===== config.mk =====
export PLATFORM = sky130hd
export DESIGN_NAME = ase_pcie_ss_rd_tag_mgr_flat
export DESIGN_NICKNAME = d
export VERILOG_FILES = /design/src/rtl/ase_pcie_ss_rd_tag_mgr_pkg.sv /design/src/rtl/ase_pcie_ss_rd_tag_mgr_if.sv /design/src/rtl/ase_pcie_ss_find_first_free.sv /design/src/rtl/ase_pcie_ss_rd_tag_mgr.sv /design/src/flat_wrapper.sv
export SDC_FILE = /design/constraint.sdc
export NUM_CORES = 2
export LEC_CHECK = 0
export CAP_MARGIN = 20
export CORE_MARGIN = 4
export CORE_UTILIZATION = 35
export CTS_BUF_LIST = sky130_fd_sc_hd__clkbuf_4 sky130_fd_sc_hd__clkbuf_8 sky130_fd_sc_hd__clkbuf_16
export DETAILED_ROUTE_END_ITERATION = 6
export HOLD_SLACK_MARGIN = 0.06
export SYNTH_ARGS = -nofsm -noshare
export SYNTH_HDL_FRONTEND = slang
export SYNTH_HIERARCHICAL = 1
export SYNTH_SLANG_ARGS = --single-unit

===== constraint.sdc =====
create_clock -name clk -period 4.95 [get_ports clk]
set_clock_uncertainty 0.05 [all_clocks]
set_input_delay 1.485 -clock clk [delete_from_list [all_inputs] [get_ports clk]]
set_output_delay 1.485 -clock clk [all_outputs]
set_load 0.01 [all_outputs]

===== src/rtl/ase_pcie_ss_rd_tag_mgr_pkg.sv =====
// Shared ASE PCIe SS types: tag state, per-tag bookkeeping entry, error codes
// and the emulator runtime configuration used to size the read tag manager.
package ase_pcie_ss_rd_tag_mgr_pkg;

    localparam int AFU_TAG_W = 10;
    localparam int LEN_W     = 13;

    typedef enum logic {
        FREE = 1'b0,
        BUSY = 1'b1
    } t_tag_state;

    typedef struct packed {
        logic [AFU_TAG_W-1:0] afu_tag;
        logic [LEN_W-1:0]     remaining;
    } t_tag_entry;

    typedef enum logic [1:0] {
        ERR_UNKNOWN_TAG = 2'd0,
        ERR_OVERRUN     = 2'd1,
        ERR_ZERO_LEN    = 2'd2,
        ERR_TAG_RANGE   = 2'd3
    } t_err_code;

    typedef struct packed {
        int unsigned max_outstanding_dma_rd;
        logic        emulate_tag_mapper;
    } t_ase_pcie_ss_cfg;

    localparam t_ase_pcie_ss_cfg ASE_PCIE_SS_DFLT_CFG = '{
        max_outstanding_dma_rd: 64,
        emulate_tag_mapper:     1'b1
    };

endpackage


===== src/rtl/ase_pcie_ss_rd_tag_mgr_if.sv =====
// Request / completion / response bundle between the AFU read path, the tag
// manager and the host-memory completion generator.
interface ase_pcie_ss_rd_tag_mgr_if #(
    parameter int AFU_TAG_W = 10,
    parameter int LEN_W     = 13,
    parameter int TAG_W     = 6
);
    // Request handshake: a request transfers on a cycle where req_valid and
    // req_ready are both high; req_int_tag is meaningful on that same cycle.
    logic                 req_valid;
    logic                 req_ready;
    logic [AFU_TAG_W-1:0] req_afu_tag;
    logic [LEN_W-1:0]     req_len;
    logic [TAG_W-1:0]     req_int_tag;

    logic                 cpl_valid;
    logic [TAG_W-1:0]     cpl_int_tag;
    logic [LEN_W-1:0]     cpl_bytes;

    logic                 rsp_valid;
    logic [AFU_TAG_W-1:0] rsp_afu_tag;
    logic                 rsp_last;
    logic [TAG_W:0]       num_outstanding;
    logic                 err_pulse;
    logic [1:0]           err_code;

    modport master (
        output req_valid, req_afu_tag, req_len, cpl_valid, cpl_int_tag, cpl_bytes,
        input  req_ready, req_int_tag, rsp_valid, rsp_afu_tag, rsp_last,
               num_outstanding, err_pulse, err_code
    );

    modport slave (
        input  req_valid, req_afu_tag, req_len, cpl_valid, cpl_int_tag, cpl_bytes,
        output req_ready, req_int_tag, rsp_valid, rsp_afu_tag, rsp_last,
               num_outstanding, err_pulse, err_code
    );
endinterface


===== src/rtl/ase_pcie_ss_find_first_free.sv =====
// Lowest-set-bit priority encoder with a found flag.
module ase_pcie_ss_find_first_free #(
    parameter int N = 64,
    parameter int W = $clog2(N)
) (
    input  logic [N-1:0] vec,
    output logic [W-1:0] idx,
    output logic         found
);

    always_comb begin
        idx   = '0;
        found = 1'b0;
        // Scan downwards so the lowest set bit is the last one written.
        for (int i = N - 1; i >= 0; i--) begin
            if (vec[i]) begin
                idx   = W'(i);
                found = 1'b1;
            end
        end
    end

endmodule


===== src/rtl/ase_pcie_ss_rd_tag_mgr.sv =====
// Outstanding DMA read tracker: allocates internal tags, remembers AFU tag and
// remaining bytes, retires tags as completion chunks arrive.
module ase_pcie_ss_rd_tag_mgr
    import ase_pcie_ss_rd_tag_mgr_pkg::*;
#(
    parameter int MAX_TAGS           = int'(ASE_PCIE_SS_DFLT_CFG.max_outstanding_dma_rd),
    parameter bit EMULATE_TAG_MAPPER = ASE_PCIE_SS_DFLT_CFG.emulate_tag_mapper
) (
    input  logic                   clk,
    input  logic                   reset,
    ase_pcie_ss_rd_tag_mgr_if.slave bus,
    output logic [MAX_TAGS-1:0]    dbg_tag_busy
);

    localparam int TAG_W = $clog2(MAX_TAGS);
    localparam int CNT_W = TAG_W + 1;

    t_tag_state tag_state_q [MAX_TAGS];
    t_tag_state tag_state_d [MAX_TAGS];
    t_tag_entry entry_q     [MAX_TAGS];

    logic                run_q;
    logic [CNT_W-1:0]    num_q;
    logic [MAX_TAGS-1:0] free_vec;
    logic [TAG_W-1:0]    free_idx;
    logic                any_free;

    logic                ready, zero_len, tag_out_of_range, fire;
    logic                accept_alloc, req_err;
    logic [TAG_W-1:0]    req_tag;
    t_err_code           req_code;

    logic                cpl_hit, cpl_overrun, retire, cpl_err;
    logic [LEN_W-1:0]    cpl_rem;
    t_err_code           cpl_code;

    always_comb begin
        for (int i = 0; i < MAX_TAGS; i++) begin
            free_vec[i]     = (tag_state_q[i] == FREE);
            dbg_tag_busy[i] = (tag_state_q[i] == BUSY);
        end
    end

    ase_pcie_ss_find_first_free #(.N(MAX_TAGS), .W(TAG_W)) u_ffs (
        .vec   (free_vec),
        .idx   (free_idx),
        .found (any_free)
    );

    // Zero-length and out-of-range requests are always taken and dropped so
    // they never hold up the requester.
    always_comb begin
        zero_len         = (bus.req_len == '0);
        tag_out_of_range = 1'b0;
        req_tag          = free_idx;
        ready            = 1'b0;
        if (EMULATE_TAG_MAPPER) begin
            ready = run_q && (any_free || zero_len);
        end else begin
            req_tag          = bus.req_afu_tag[TAG_W-1:0];
            tag_out_of_range = int'(bus.req_afu_tag) >= MAX_TAGS;
            ready            = run_q && (tag_out_of_range || zero_len ||
                                         tag_state_q[req_tag] == FREE);
        end
        fire         = bus.req_valid && ready;
        accept_alloc = fire && !zero_len && !tag_out_of_range;
        req_err      = fire && (zero_len || tag_out_of_range);
        req_code     = tag_out_of_range ? ERR_TAG_RANGE : ERR_ZERO_LEN;
    end

    always_comb begin
        cpl_rem     = entry_q[bus.cpl_int_tag].remaining;
        cpl_hit     = bus.cpl_valid && (tag_state_q[bus.cpl_int_tag] == BUSY);
        cpl_overrun = cpl_hit && (bus.cpl_bytes > cpl_rem);
        retire      = cpl_hit && (bus.cpl_bytes >= cpl_rem);
        cpl_err     = (bus.cpl_valid && !cpl_hit) || cpl_overrun;
        cpl_code    = cpl_hit ? ERR_OVERRUN : ERR_UNKNOWN_TAG;
    end

    // Allocation only ever picks FREE tags and retirement only BUSY ones, so
    // the two updates never target the same tag.
    always_comb begin
        tag_state_d = tag_state_q;
        if (accept_alloc) tag_state_d[req_tag] = BUSY;
        if (retire)       tag_state_d[bus.cpl_int_tag] = FREE;
    end

    always_ff @(posedge clk or posedge reset) begin
        if (reset) begin
            for (int i = 0; i < MAX_TAGS; i++) tag_state_q[i] <= FREE;
            run_q           <= 1'b0;
            num_q           <= '0;
            bus.rsp_valid   <= 1'b0;
            bus.rsp_afu_tag <= '0;
            bus.rsp_last    <= 1'b0;
            bus.err_pulse   <= 1'b0;
            bus.err_code    <= '0;
        end else begin
            tag_state_q   <= tag_state_d;
            run_q         <= 1'b1;
            num_q         <= num_q + CNT_W'(accept_alloc) - CNT_W'(retire);
            bus.rsp_valid <= cpl_hit;
            bus.rsp_last  <= retire;
            if (cpl_hit) bus.rsp_afu_tag <= entry_q[bus.cpl_int_tag].afu_tag;
            bus.err_pulse <= cpl_err || req_err;
            if (cpl_err)      bus.err_code <= cpl_code;
            else if (req_err) bus.err_code <= req_code;
        end
    end

    // Entry payload is only meaningful while its tag is BUSY, so it needs no reset.
    always_ff @(posedge clk) begin
        if (accept_alloc) entry_q[req_tag] <= '{afu_tag: bus.req_afu_tag, remaining: bus.req_len};
        if (cpl_hit && !retire) entry_q[bus.cpl_int_tag].remaining <= cpl_rem - bus.cpl_bytes;
    end

    assign bus.req_ready       = ready;
    assign bus.req_int_tag     = req_tag;
    assign bus.num_outstanding = num_q;

endmodule


===== src/flat_wrapper.sv =====
// flat-port wrapper written by rule: the top's interface ports become plain ports
module ase_pcie_ss_rd_tag_mgr_flat import ase_pcie_ss_rd_tag_mgr_pkg::*;
#(
    parameter int MAX_TAGS           = int'(ASE_PCIE_SS_DFLT_CFG.max_outstanding_dma_rd),
    parameter bit EMULATE_TAG_MAPPER = ASE_PCIE_SS_DFLT_CFG.emulate_tag_mapper
)
  (clk, reset, dbg_tag_busy, bus_req_valid, bus_req_afu_tag, bus_req_len, bus_cpl_valid, bus_cpl_int_tag, bus_cpl_bytes, bus_req_ready, bus_req_int_tag, bus_rsp_valid, bus_rsp_afu_tag, bus_rsp_last, bus_num_outstanding, bus_err_pulse, bus_err_code);
  ase_pcie_ss_rd_tag_mgr_if #(.AFU_TAG_W(AFU_TAG_W), .LEN_W(LEN_W), .TAG_W((6))) bus_i ();
  input  logic clk;
  input  logic reset;
  output logic [MAX_TAGS-1:0] dbg_tag_busy;
  input wire logic [$bits(bus_i.req_valid)-1:0] bus_req_valid;
  input wire logic [$bits(bus_i.req_afu_tag)-1:0] bus_req_afu_tag;
  input wire logic [$bits(bus_i.req_len)-1:0] bus_req_len;
  input wire logic [$bits(bus_i.cpl_valid)-1:0] bus_cpl_valid;
  input wire logic [$bits(bus_i.cpl_int_tag)-1:0] bus_cpl_int_tag;
  input wire logic [$bits(bus_i.cpl_bytes)-1:0] bus_cpl_bytes;
  output wire logic [$bits(bus_i.req_ready)-1:0] bus_req_ready;
  output wire logic [$bits(bus_i.req_int_tag)-1:0] bus_req_int_tag;
  output wire logic [$bits(bus_i.rsp_valid)-1:0] bus_rsp_valid;
  output wire logic [$bits(bus_i.rsp_afu_tag)-1:0] bus_rsp_afu_tag;
  output wire logic [$bits(bus_i.rsp_last)-1:0] bus_rsp_last;
  output wire logic [$bits(bus_i.num_outstanding)-1:0] bus_num_outstanding;
  output wire logic [$bits(bus_i.err_pulse)-1:0] bus_err_pulse;
  output wire logic [$bits(bus_i.err_code)-1:0] bus_err_code;
  assign bus_i.req_valid = bus_req_valid;
  assign bus_i.req_afu_tag = bus_req_afu_tag;
  assign bus_i.req_len = bus_req_len;
  assign bus_i.cpl_valid = bus_cpl_valid;
  assign bus_i.cpl_int_tag = bus_cpl_int_tag;
  assign bus_i.cpl_bytes = bus_cpl_bytes;
  assign bus_req_ready = bus_i.req_ready;
  assign bus_req_int_tag = bus_i.req_int_tag;
  assign bus_rsp_valid = bus_i.rsp_valid;
  assign bus_rsp_afu_tag = bus_i.rsp_afu_tag;
  assign bus_rsp_last = bus_i.rsp_last;
  assign bus_num_outstanding = bus_i.num_outstanding;
  assign bus_err_pulse = bus_i.err_pulse;
  assign bus_err_code = bus_i.err_code;
  ase_pcie_ss_rd_tag_mgr #(.MAX_TAGS(MAX_TAGS), .EMULATE_TAG_MAPPER(EMULATE_TAG_MAPPER)) u_core (.clk(clk), .reset(reset), .bus(bus_i), .dbg_tag_busy(dbg_tag_busy));
endmodule

Word level (Yosys, flattened, before mapping)
Memories as Yosys holds them, arrays and structs flattened.
Cells that the tools add are included.
W data, S select, Z words.
{ "word_totals": {"mem_bits_rw": 1472, "word_cells": 249, "out_inout_bits": 93, "regBits": 87, "input_bits": 46, "mem_count": 1} }
{ "memory_table": {"columns": ["memory", "words", "width", "rd", "rd_ports_with_merged_regs", "write_ports", "line_no", "rtl"], "rows": [
  ["u_core.entry_q", 64, 23, 1, 0, 2, "ase_pcie_ss_rd_tag_mgr.sv:20", "t_tag_entry entry_q [MAX_TAGS];"]
]} }
{ "classes": {"mux": 144, "bitwise": 5, "n_addsub": 3, "n_lt_le_gt_ge": 6, "n_reduce_logical": 19} }
{ "ops": {"columns": ["op", "n"], "rows": [
  ["$mux W6", 64],
  ["$mux W64", 2],
  ["$mux W1", 73],
  ["$and A64 B64 Y64", 1],
  ["$not A64 Y64", 1],
  ["$or A64 B64 Y64", 1],
  ["$ge A7 B7 Y1 const B", 2],
  ["$lt A7 B1 Y1 const B", 2],
  ["$not A6 Y7", 2],
  ["$ge A13 B13 Y1", 1],
  ["$gt A13 B13 Y1", 1],
  ["$logic_not A13 Y1", 1],
  ["$sub A13 B13 Y13", 1],
  ["$demux W1 S6", 2],
  ["$logic_and A1 B1 Y1", 11],
  ["$add A7 B1 Y7", 1],
  ["$sub A7 B1 Y7", 1],
  ["$bmux W1 S6", 1],
  ["$mux W2", 2],
  ["$logic_not A1 Y1", 3],
  ["$logic_or A1 B1 Y1", 3],
  ["$reduce_bool A2 Y1", 1]
]} }

Logic depth before layout (Yosys ltp)
{ "depth": {"depth_word": 73, "ltp_mapped": 32, "ltp_nobuf": 24} }

By module
Netlist, hierarchy kept.
{ "by_module_without_submodules": {"columns": ["module", "seq_area_each_um2", "instances", "area_per_inst_um2", "cells_each"], "rows": [
  ["ase_pcie_ss_rd_tag_mgr", 46379.5, 1, 71219.6, 5377],
  ["ase_pcie_ss_find_first_free", 0.0, 1, 763.2, 140]
]} }

Least setup slack after synthesis
Ideal clock, no wire load.
{ "synth_path": {"path_type": "input to register", "start": "input port bus_cpl_int_tag[0]", "end": "register u_core.num_q[6], in the netlist u_core/bus.num_outstanding[6]", "setup_slack_ps": -1964, "setup_time_ps": 125, "required_time_ps": 4775, "path_buffers": 10, "path_stages": 32, "arrival_time_ps": 6739, "path_cell_list": "buf_6 > buf_8 > buf_4 > clkbuf_1 > and3_1 > buf_2 > buf_2 > buf_2 > buf_1 > a221oi_1 > nand3_1 > a21oi_1 > nand4_1 > ha_1 > clkbuf_1 > a211oi_1 > nand2_1 > a2111oi_4 > nor3_4 > nor3b_2 > buf_2 > ha_1 > inv_1 > ha_1 > inv_1 > fa_1 > inv_1 > a21oi_1 > o21bai_1 > a21o_1 > a21oi_1 > xnor2_1"} }
{ "synth_between": {"elab_chain_cells": 7, "word_cells_on_any_way": 9} }
{ "synth_lines": {"columns": ["element", "line_no", "rtl"], "rows": [
  ["from (decl)", "flat_wrapper.sv:16", "input wire logic [$bits(bus_i.cpl_int_tag)-1:0] bus_cpl_int_tag;"],
  ["branches (longest 5 deep; another with $mem_v2 Z64 W23)", null, null],
  ["$logic_and A1 B1 Y1 *", "ase_pcie_ss_rd_tag_mgr.sv:75", "retire = cpl_hit && (bus.cpl_bytes >= cpl_rem);"],
  ["via u_core.retire", "ase_pcie_ss_rd_tag_mgr.sv:33", "logic cpl_hit, cpl_overrun, retire, cpl_err;"],
  ["$sub A7 B1 Y7 *", "ase_pcie_ss_rd_tag_mgr.sv:101", "num_q <= num_q + CNT_W'(accept_alloc) - CNT_W'(retire);"],
  ["to (signal assigned)", "ase_pcie_ss_rd_tag_mgr.sv:101", null],
  ["to (decl)", "ase_pcie_ss_rd_tag_mgr.sv:23", "logic [CNT_W-1:0] num_q;"]
]} }
Mark *: on every way through the listed nets, which the timed path passes. The select of a mux whose other input is x is not followed.
A chain may end at the register's enable or synchronous reset.

Final worst setup path
{ "layout_path": {"start": "input port bus_cpl_int_tag[1]", "end": "register u_core.num_q[6], in the netlist u_core/bus.num_outstanding[6]"} }
{ "layout_between": {"elab_chain_cells": 7, "word_cells_on_any_way": 9} }
{ "layout_lines": {"columns": ["element", "line_no"], "rows": [
  ["branches (longest 5 deep; another with $mem_v2 Z64 W23)", null],
  ["$logic_and A1 B1 Y1 *", "ase_pcie_ss_rd_tag_mgr.sv:75"],
  ["$sub A7 B1 Y7 *", "ase_pcie_ss_rd_tag_mgr.sv:101"]
]} }
Every way passes the cells marked *. The select of a mux whose other input is x is not followed.

==> impl_metrics.json <==
{
  "yosys.area_share.xor_xnor": 0.00207,
  "ys_top_cells_by_area": "edfxtp_1 (61%), a22oi_1 (5.1%), mux2i_1 (4.3%)",
  "critical_path_class": "in2reg",
  "viasPerCell": 6.79,
  "rr_worst_depth": 26,
  "min-delay-start": "u_core/bus.rsp_afu_tag[8]$_DFFE_PP0P_",
  "grt_pass1_wl_mm": 477,
  "synth_edf_count": 1472,
  "most-common-layout-cells": "edfxtp_1 (1472), buf_4 (757), a22oi_1 (475), nand3_1 (358), nand2_1 (333)",
  "dp.cells": 8667,
  "ys_ff_latch": 1559,
  "fillers": 18100,
  "cts_htree_levels": 4,
  "crit-reg2reg-launch": "u_core/entry_q[11][6]$_DFFE_PP_",
  "synth_area_mm2": 0.0720,
  "num_rows": 166,
  "worst_pin_slew_ns": 1.22,
  "synth-compound-area-share": 0.181,
  "end_kind": "flop",
  "syn_nets": 5585,
  "cp.required_ns": 5.62,
  "io_buffers": 138,
  "final_common_cell": "edfxtp_1",
  "synth_mux_area_frac": 0.0473,
  "slowest_stage": "nor3b_4",
  "gp_routability_congestion": 1.03,
  "routed-via-count": 61700,
  "dp_hpwl_mm": 234,
  "failed_checks": "setup timing",
  "place_area_mm2": 0.0838,
  "synth.distinct_cells": 85,
  "root_buffer": "clkbuf_16",
  "ff2ff_setup_slack_ns": -0.35,
  "async_flop_share": 0.0558,
  "slew-limit-headroom": 0.188,
  "drt_pass1_iterations": 7,
  "p_per_area_mw_per_mm2": 382,
  "wire_per_inst_um": 39.0,
  "drt_iter0_markers": 10200,
  "die_x_um": 462,
  "fin_crit_ns": 6.21,
  "ant_nets": 0,
  "fin_crit_sh": 1.25,
  "synth_top_family_by_area": "compound AO/OA/AOI/OAI gates",
  "track_usage": 0.321,
  "dp_slack_ns": -2.85,
  "finalNonFillerCells": 9083,
  "avgSynthCellArea_um2": 13.0,
  "drc_errors": 0,
  "cts_made_buffers": 166,
  "yosys.area.top_type": "edfxtp_1",
  "drv_slew": 0,
  "hold_depth": 1,
  "synth-main-ff-cell": "edfxtp_1",
  "critical-path-max-stage-delay_ns": 0.37,
  "arrival_ns": 6.89,
  "start_kind": "primary input",
  "p_leak_nw": 32.1,
  "worstReg2RegEnd": "u_core/bus.num_outstanding[6]$_DFF_PP0_",
  "dieArea_mm2": 0.213,
  "grt_antenna_before_repair": 21,
  "multiInputGateArea_mm2": 0.0249,
  "fmax_mhz": 161,
  "clock_sinks": 1559,
  "totalWireLength_mm": 354,
  "stdcell_area_mm2": 0.0931,
  "utilization": 0.455,
  "drive_above_1_share": 0.275,
  "setup_ws_ns": -1.26,
  "clk_latency_ns": 0.86,
  "synth.top_cell.area_share": 0.614,
  "maxCapViolCount": 0,
  "cts_tree": "done",
  "path_max_fanout": 14,
  "die_h_um": 462,
  "cts_buffer_depth": 3,
  "syn2layout_area_growth_pct": 29.3,
  "hp-class": "reg2reg",
  "vdd_drop_max_v": 0.000558,
  "syn_inst": 5517,
  "grt.overflow.total": 0,
  "io_pins": 139,
  "synth_simple_gate_area_frac": 0.0783,
  "core-area_mm2": 0.205,
  "hold_viol": 0,
  "grt_setup_unrepaired": "true",
  "fin_nets": 6308,
  "synth_warnings": 6,
  "yosys.area_share.adder": 0.00403,
  "grt_pass1_vias": 57600,
  "min_to": "u_core/bus.rsp_afu_tag[8]$_DFFE_PP0P_",
  "fin_hold_ws_ns": 0.451,
  "initial_utilization": 0.352,
  "seq_area_mm2": 0.0464,
  "finalSetupViolCount": 1743,
  "path_clk_slew_ns": 0.06,
  "grt_max_degree": 81,
  "status": "finished with violations",
  "yosysSeqAreaShare": 0.644
}
[kinds of logic (layout without fill, tap and decap cells)]
logic type      Yosys count  in the layout
mux                     330            330
compound gates         1687           1689
flops                  1559           1559
simple gates           1165           1167
buf+inv                 736           1597
other cells               1             14
fa+ha+maj                22             22
xor+xnor                 17             17
[final cells by class]
class,instances,area share
sequential,1559,0.498
multi-input combinational,3226,0.267
timing repair buffer,1181,0.133
clock buffer,213,0.0492
tap,2688,0.0361
clock inverter,97,0.0116
inverter,106,0.00430
antenna,13,0.000350
[how the worst max path moves through the flow]
stage | start | end | slack, ns | depth (start not counted)
5_1_grt | bus_cpl_int_tag[2] | u_core/bus.num_outstanding[6]$_DFF_PP0_ | -1.28 | 30
6_report | bus_cpl_int_tag[1] | u_core/bus.num_outstanding[6]$_DFF_PP0_ | -1.26 | 31
3_3_place_gp | bus_cpl_int_tag[2] | u_core/bus.num_outstanding[6]$_DFF_PP0_ | -3.29 | 31
3_5_place_dp | bus_cpl_int_tag[2] | u_core/bus.num_outstanding[6]$_DFF_PP0_ | -2.85 | 31
4_1_cts | bus_cpl_int_tag[2] | u_core/bus.num_outstanding[6]$_DFF_PP0_ | -1.01 | 30
2_1_floorplan | bus_cpl_int_tag[0] | u_core/bus.num_outstanding[6]$_DFF_PP0_ | -1.50 | 31
[per-stage QoR]
step	TNS [ns]	power [mW]
after floorplan	-1596.10	17.8
after global placement	-4233.19	22.1
after detailed placement	-3604.92	22.1
after CTS	-808.23	35.1
after global routing	-1228.57	36.0
final	-1232.06	35.5
[what timing repair did]
action                                  in CTS  in global routing
gates resized for setup                    330                 62
setup buffers                               53                  9
hold buffers                                 0                  0
cloned                                      26                  3
hold endpoints to repair                     0                  0
endpoints found under the setup margin    1746               1744
pin swaps                                  100                 20
[synth_stat cells (120+ instances only)]
library cell,number
nand2_1,343
nor2_1,193
a32o_1,171
a31oi_1,120
a22oi_1,488
clkbuf_1,390
a221oi_1,129
o32ai_1,177
buf_2,157
o22ai_1,218
mux2i_1,310
nand3_1,388
edfxtp_1,1472
a22o_1,129
[power by group]
group	total (mW)	internal [mW]	switching (mW)	leakage [nW]
Clock	13.0	7.35	5.61	2.79
Combinational	7.64	1.91	5.73	13.0
Sequential	14.9	14.7	0.210	16.4
Total	35.5	24.0	11.6	32.1
[flip-flops by register name (all words and copies together), names as in the netlist]
register,flops
u_core/entry_q,1472
u_core/dbg_tag_busy,64
u_core/bus.rsp_afu_tag,10
u_core/bus.num_outstanding,7
u_core/bus.err_code,2
u_core/bus.err_pulse,1
u_core/bus.rsp_last,1
u_core/bus.rsp_valid,1
u_core/run_q,1
[metal layers]
metal	wire [µm]	vias up	part of all wire	GRT usage
met5	299	-	0.00084	0.00747
met1	127000	30900	0.36	0.418
met2	147000	5585	0.42	0.458
met3	51000	1270	0.14	0.105
met4	28200	16	0.080	0.206
li1	-	23900	-	-
[critical path: cells and delay by family]
family	cells	cell delay, ns
XOR/XNOR	1	0.12
AO/OA/AOI/OAI	6	0.94
adder cells (fa/ha/maj)	4	0.96
AND/OR/NAND/NOR	7	1.46
buffers and inverters	13	1.86
Power figures use the tool's default switching activity.
